File: config.mk
export PLATFORM = sky130hd
export DESIGN_NAME = imem_fetch_ctrl
export DESIGN_NICKNAME = d
export VERILOG_FILES = /design/src/rtl/imem_ctrl_pkg.sv /design/src/rtl/imem_pc_next.sv /design/src/rtl/imem_fetch_ctrl.sv
export SDC_FILE = /design/constraint.sdc
export NUM_CORES = 1
export LEC_CHECK = 0
export BUFFER_PORTS_ARGS = -buffer_cell sky130_fd_sc_hd__buf_2
export CORE_MARGIN = 3
export CORE_UTILIZATION = 25
export CTS_CLUSTER_DIAMETER = 120
export DETAILED_ROUTE_END_ITERATION = 6
export SLEW_MARGIN = 20
export SYNTH_ARGS = -nofsm -noshare
export SYNTH_HDL_FRONTEND = slang
export SYNTH_SLANG_ARGS = --single-unit
File: constraint.sdc
create_clock -name clk -period 3.6 [get_ports clk]
set_input_delay 0.36 -clock clk [delete_from_list [all_inputs] [get_ports clk]]
set_output_delay 0.36 -clock clk [all_outputs]
set_load 0.02 [all_outputs]
File: src/rtl/imem_ctrl_pkg.sv
// imem_ctrl_pkg
// Shared definitions for the instruction-memory fetch controller: FSM state
// encoding, next-PC source selector encoding, the default memory depth and a
// helper that decides whether a candidate PC can legally be fetched.

package imem_ctrl_pkg;

    // log2 of the instruction-memory word count used when nobody overrides it
    localparam int DEPTH_DEFAULT = 8;

    // Controller states; the encoding is visible on the state output port
    typedef enum logic [1:0] {
        ST_LOAD = 2'b00,
        ST_IDLE = 2'b01,
        ST_RUN  = 2'b10,
        ST_HALT = 2'b11
    } fetch_state_e;

    // Next-PC source selector; the reserved code behaves like PCSRC_SEQ
    typedef enum logic [1:0] {
        PCSRC_SEQ = 2'b00,
        PCSRC_BR  = 2'b01,
        PCSRC_J   = 2'b10,
        PCSRC_RSV = 2'b11
    } pc_src_e;

    // Size of one instruction word in bytes
    localparam logic [31:0] INSTR_BYTES = 32'd4;

    // A PC is unusable when it is not word aligned or points past the last word
    function automatic logic pcFaults(input logic [31:0] addr, input int depth);
        logic misaligned;
        logic outOfRange;
        misaligned = (addr[1:0] != 2'b00);
        outOfRange = ((addr >> 2) >= (32'd1 << depth));
        return misaligned || outOfRange;
    endfunction

endpackage

File: src/rtl/imem_pc_next.sv
// imem_pc_next
// Purely combinational next-PC selection for the fetch controller. Picks the
// sequential, branch or jump target according to the selector and flags the
// candidate as faulting when it is misaligned or beyond the memory.

module imem_pc_next
    import imem_ctrl_pkg::*;
#(
    parameter int DEPTH = DEPTH_DEFAULT
) (
    input  logic [31:0] i_pc,
    input  logic [1:0]  i_pc_src,
    input  logic [31:0] i_branch_target,
    input  logic [31:0] i_jump_target,
    output logic [31:0] o_next_pc,
    output logic        o_fault
);

    logic [31:0] w_seq_pc;
    logic [31:0] w_next_pc;

    assign w_seq_pc = i_pc + INSTR_BYTES;

    // Choose the candidate PC; anything that is not branch or jump falls through to PC+4
    always_comb begin
        w_next_pc = w_seq_pc;
        case (i_pc_src)
            PCSRC_BR:  w_next_pc = i_branch_target;
            PCSRC_J:   w_next_pc = i_jump_target;
            default:   w_next_pc = w_seq_pc;
        endcase
    end

    assign o_next_pc = w_next_pc;
    assign o_fault   = pcFaults(w_next_pc, DEPTH);

endmodule

File: src/rtl/imem_fetch_ctrl.sv
// imem_fetch_ctrl
// Instruction-memory fetch controller. After reset it streams a program into
// the instruction memory (LOAD), waits for a start pulse (IDLE), then fetches
// one instruction per unstalled cycle with zero latency (RUN) until a bad
// next PC sends it to HALT, where it stays until reset.
// Optional feature: define IMEM_FETCH_PERF_EN to add the retired_cnt output,
// a wrapping count of RUN cycles that presented a valid instruction.

module imem_fetch_ctrl
    import imem_ctrl_pkg::*;
#(
    parameter int DEPTH = DEPTH_DEFAULT
) (
    input  logic        clk,
    input  logic        reset,
    input  logic        ld_valid,
    input  logic [31:0] ld_data,
    input  logic        ld_last,
    output logic        ld_ready,
    input  logic        start,
    input  logic        stall,
    input  logic [1:0]  pc_src,
    input  logic [31:0] branch_target,
    input  logic [31:0] jump_target,
    output logic        imem_we,
    output logic [31:0] imem_addr,
    output logic [31:0] imem_wdata,
    input  logic [31:0] imem_rd,
    output logic [31:0] pc,
    output logic [31:0] instr,
    output logic        instr_valid,
    output logic [1:0]  state,
    output logic        fault
`ifdef IMEM_FETCH_PERF_EN
    ,
    output logic [31:0] retired_cnt
`endif
);

    fetch_state_e     r_state;
    logic [DEPTH-1:0] r_ld_ptr;
    logic [31:0]      r_pc;
    logic             r_fault;

    logic [31:0]      w_next_pc;
    logic             w_next_fault;
    logic             w_ptr_full;
    logic             w_fetch_valid;
    logic [31:0]      w_load_addr;

    // Next-PC candidate and its legality come from the combinational helper
    imem_pc_next #(
        .DEPTH (DEPTH)
    ) u_pc_next (
        .i_pc            (r_pc),
        .i_pc_src        (pc_src),
        .i_branch_target (branch_target),
        .i_jump_target   (jump_target),
        .o_next_pc       (w_next_pc),
        .o_fault         (w_next_fault)
    );

    // The last word slot ends the load even without ld_last, so the pointer never wraps over the program
    assign w_ptr_full    = &r_ld_ptr;
    assign w_fetch_valid = (r_state == ST_RUN) && !stall && !reset;
    assign w_load_addr   = 32'({r_ld_ptr, 2'b00});

    // Main controller: state, load pointer, program counter and sticky fault flag
    always_ff @(posedge clk) begin
        if (reset) begin
            r_state  <= ST_LOAD;
            r_ld_ptr <= '0;
            r_pc     <= '0;
            r_fault  <= 1'b0;
        end else begin
            case (r_state)
                ST_LOAD: begin
                    if (ld_valid) begin
                        r_ld_ptr <= r_ld_ptr + DEPTH'(1);
                        if (ld_last || w_ptr_full) begin
                            r_state <= ST_IDLE;
                        end
                    end
                end
                ST_IDLE: begin
                    if (start) begin
                        r_state <= ST_RUN;
                        r_pc    <= '0;
                    end
                end
                ST_RUN: begin
                    if (!stall) begin
                        if (w_next_fault) begin
                            r_state <= ST_HALT;
                            r_fault <= 1'b1;
                        end else begin
                            r_pc <= w_next_pc;
                        end
                    end
                end
                ST_HALT: begin
                    r_state <= ST_HALT;
                end
                default: begin
                    r_state <= ST_HALT;
                end
            endcase
        end
    end

`ifdef IMEM_FETCH_PERF_EN
    logic [31:0] r_retired_cnt;

    // Count delivered instructions for the current run; a fresh start restarts the count
    always_ff @(posedge clk) begin
        if (reset) begin
            r_retired_cnt <= '0;
        end else if ((r_state == ST_IDLE) && start) begin
            r_retired_cnt <= '0;
        end else if (w_fetch_valid) begin
            r_retired_cnt <= r_retired_cnt + 32'd1;
        end
    end

    assign retired_cnt = r_retired_cnt;
`endif

    // Decode the memory-side and fetch-side outputs from the current state; reset masks all handshakes
    always_comb begin
        ld_ready    = 1'b0;
        imem_we     = 1'b0;
        imem_addr   = '0;
        imem_wdata  = '0;
        instr       = '0;
        instr_valid = 1'b0;
        case (r_state)
            ST_LOAD: begin
                ld_ready   = !reset;
                imem_we    = ld_valid && !reset;
                imem_addr  = w_load_addr;
                imem_wdata = ld_data;
            end
            ST_RUN: begin
                imem_addr   = r_pc;
                instr       = imem_rd;
                instr_valid = w_fetch_valid;
            end
            default: begin
                imem_addr = '0;
            end
        endcase
    end

    assign pc    = r_pc;
    assign state = r_state;
    assign fault = r_fault;

endmodule
==> results.txt <==
Max Slew Vio Count = 0
Die X = 120 µm
via count of the first global-routing pass = 3830
R2R Setup Slk = 0.37 ns
clock skew = 0.00835 ns
hold-critical path endpoint = state[1]
register area = 861 µm²
#FFs+latches synth = 43
design area = 4900 µm²
global-route wire length before repair = 19900 µm
placed instance area = 4750 µm²
HPWL Detailed = 10800 µm
RSZ-0062 raised after global routing = no
Placer Congestion = 0.965
reg2reg path depth = 9
Rows = 40
Max Clock Freq = 310 MHz
most common flop cell mapped by yosys = dfxtp_1
number of H-tree levels = 2
hold depth = 3
most frequent cells after synthesis = and2_1, dfxtp_1, nor2_1, and3_1, nand2_1
# hold bufs at CTS = 0
Power per Cell Area = 280 nW/µm²
Synth cell types = 49
WS Path Type = reg2reg
FILL cells = 1332
Worst setup EP type = flop
yosys warns = 0
multi-input combinational cell area = 2220 µm²
Final period util = 89.7%
slew at the pin with the worst max-slew slack = 0.739 ns
CP startpoint kind = flop
Setup TNS = 0 ns
I/O pins = 270
slowest CP cell = or4_1
syn_nets = 559
ratio of cells with drive above 1 in the final layout = 44.1%
final non-filler cell total = 843
Antenna Cells = 0
GRT overflow = 0
final WL = 13000 µm
postcts setup bufs = 0
min Tclk post-route = 3.23 ns
Die Y = 120 µm
setup violators final = 0
Detailed Route Iter0 Violations = 197
initial antenna violation count = 0
Root Buffer = clkbuf_16
final setup margin = 0.372 ns
Max FO, Critical Path = 24
largest net degree at the start of global routing = 52
RR Startpoint = pc[16]
Yosys top cell area share = 26.5%
Vias = 4079
hold_sp = start
Peak VDD IR = 0.190 mV
Syn-to-layout area delta = 51.0%
Final Hold Fails = 0
Clock Path Buffers = 2
Hold WS = 0.337 ns
GR Util All Layers = 17.0%
DRT antenna net count = 0
outcome = finished clean
Lkg Pwr = 2.56 nW
Mean Syn Cell Area = 7.75 µm²
reg2reg end = pc[18]
most frequent cell after synthesis = and2_1
CTS clk-pin slew, worst paths = 0.07 ns
Place WS = 0.376 ns
Sink Count = 43
clock latency at the later pin of the worst-skew pair = 0.29 ns
First-pass DRT Iterations = 4
starting density of the core = 26.3%
required time of the worst setup path = 3.78 ns
leading area contributor after synthesis = dfxtp_1
wire length per cell = 15.4 µm
placed insts = 835
async set-reset flop share out of synthesis = 0%
CTS resizes = 0
biggest cell delay along the critical path = 0.75 ns
CTS Buf Count = 5
CTS tree = done
relative slew slack = 50.7%
vias per inst = 4.84
Residual DRC = 0
sequential element share of the synthesized area = 26.5%
I/O Buffers = 269
number of synthesized flops with an enable pin = 0
die area = 14400 µm²
worst-path cell chain = nand3_1, or4_1, nor4_1, mux2i_1, a41oi_1, a2111oi_4, nand3_2, buf_4, and3_1
Synth Instances = 419
worst hold path class = in2reg
core area = 12400 µm²
Max Cap Violations = 0
Cell Area, Synth = 3250 µm²
Area contributors post-synth = dfxtp_1, and2_1, and3_1, mux2i_1, xnor2_1
Critical Path AT = 3.41 ns
Final #Nets = 814
flip-flops by register name, summed over array words and instances (netlist names):
signal	flops
state	2
pc	32
r_ld_ptr	8
fault	1
logic make-up (layout without fill, tap and decap cells):
logic type	count (synthesis)	after routing	synth area share [%]
AOI/OAI and AO/OA	60	60	14.5
xor gates and xnor gates	28	28	7.56
adders and majority gates	4	4	1.54
buffers and inverters	41	297	5.28
DFF	43	43	26.5
muxes	19	19	6.01
and+or+nand+nor	224	224	38.6
layout make-up:
type	count	area share, %
clock inverter	3	0.510
clock buffer	5	2.55
sequential	43	17.6
inverter	10	0.766
tap	168	4.29
timing repair buffer	279	29.0
multi-input combinational	335	45.3
report_power, final:
group	leakage, nW	total [mW]	switching, mW	internal (mW)
logic	2.14	0.417	0.240	0.177
registers	0.347	0.498	0.0161	0.482
clock network	0.0700	0.458	0.199	0.259
cells in the final DEF (no fill, tap or decap), types with 11 or more instances in the layout:
master,count
and2_1,84
dfxtp_1,43
nand3_1,13
xnor2_1,16
a221oi_1,12
nand2_1,28
a21oi_1,11
mux2i_1,18
nor2_1,29
buf_2,269
xor2_1,12
and3_1,29
routing by layer:
| layer | vias to the layer above | GRT usage [%] | routed length [µm] |
|---|---|---|---|
| met5 | - | 0 | 0 |
| met2 | 195 | 28.5 | 6150 |
| li1 | 1988 | - | - |
| met4 | 0 | 4.80 | 235 |
| met3 | 18 | 4.62 | 1200 |
| met1 | 1878 | 21.4 | 5420 |
how the worst max path moves through the flow:
| stage | startpoint | endpoint | slack [ns] | cells past startpoint |
|---|---|---|---|---|
| after floorplan | pc[2] | pc[0] | 0.61 | 11 |
| after global placement | pc[17] | pc[19] | 0.52 | 9 |
| after detailed placement | pc[18] | pc[20] | 0.38 | 9 |
| after CTS | pc[16] | pc[13] | 0.36 | 9 |
| after global routing | pc[16] | pc[18] | 0.20 | 9 |
| final | pc[16] | pc[18] | 0.37 | 9 |
critical path, delay by kind of cell (launching register included):
family	cells	cell delay (ns)
buffers and inverters	1	0.22
DFF	1	0.46
muxes	1	0.23
AOI/OAI and AO/OA	2	0.58
and+or+nand+nor	5	1.62
per-stage QoR:
| step | util, % | total power [mW] |
|---|---|---|
| 2_1_floorplan | - | 0.749 |
| 3_3_place_gp | 38.4 | 0.923 |
| 3_5_place_dp | 38.4 | 0.930 |
| 4_1_cts | 39.7 | 1.39 |
| 5_1_grt | 39.7 | 1.44 |
| 6_report | 39.7 | 1.37 |
Note: power is estimated with default switching activity, not from simulation.
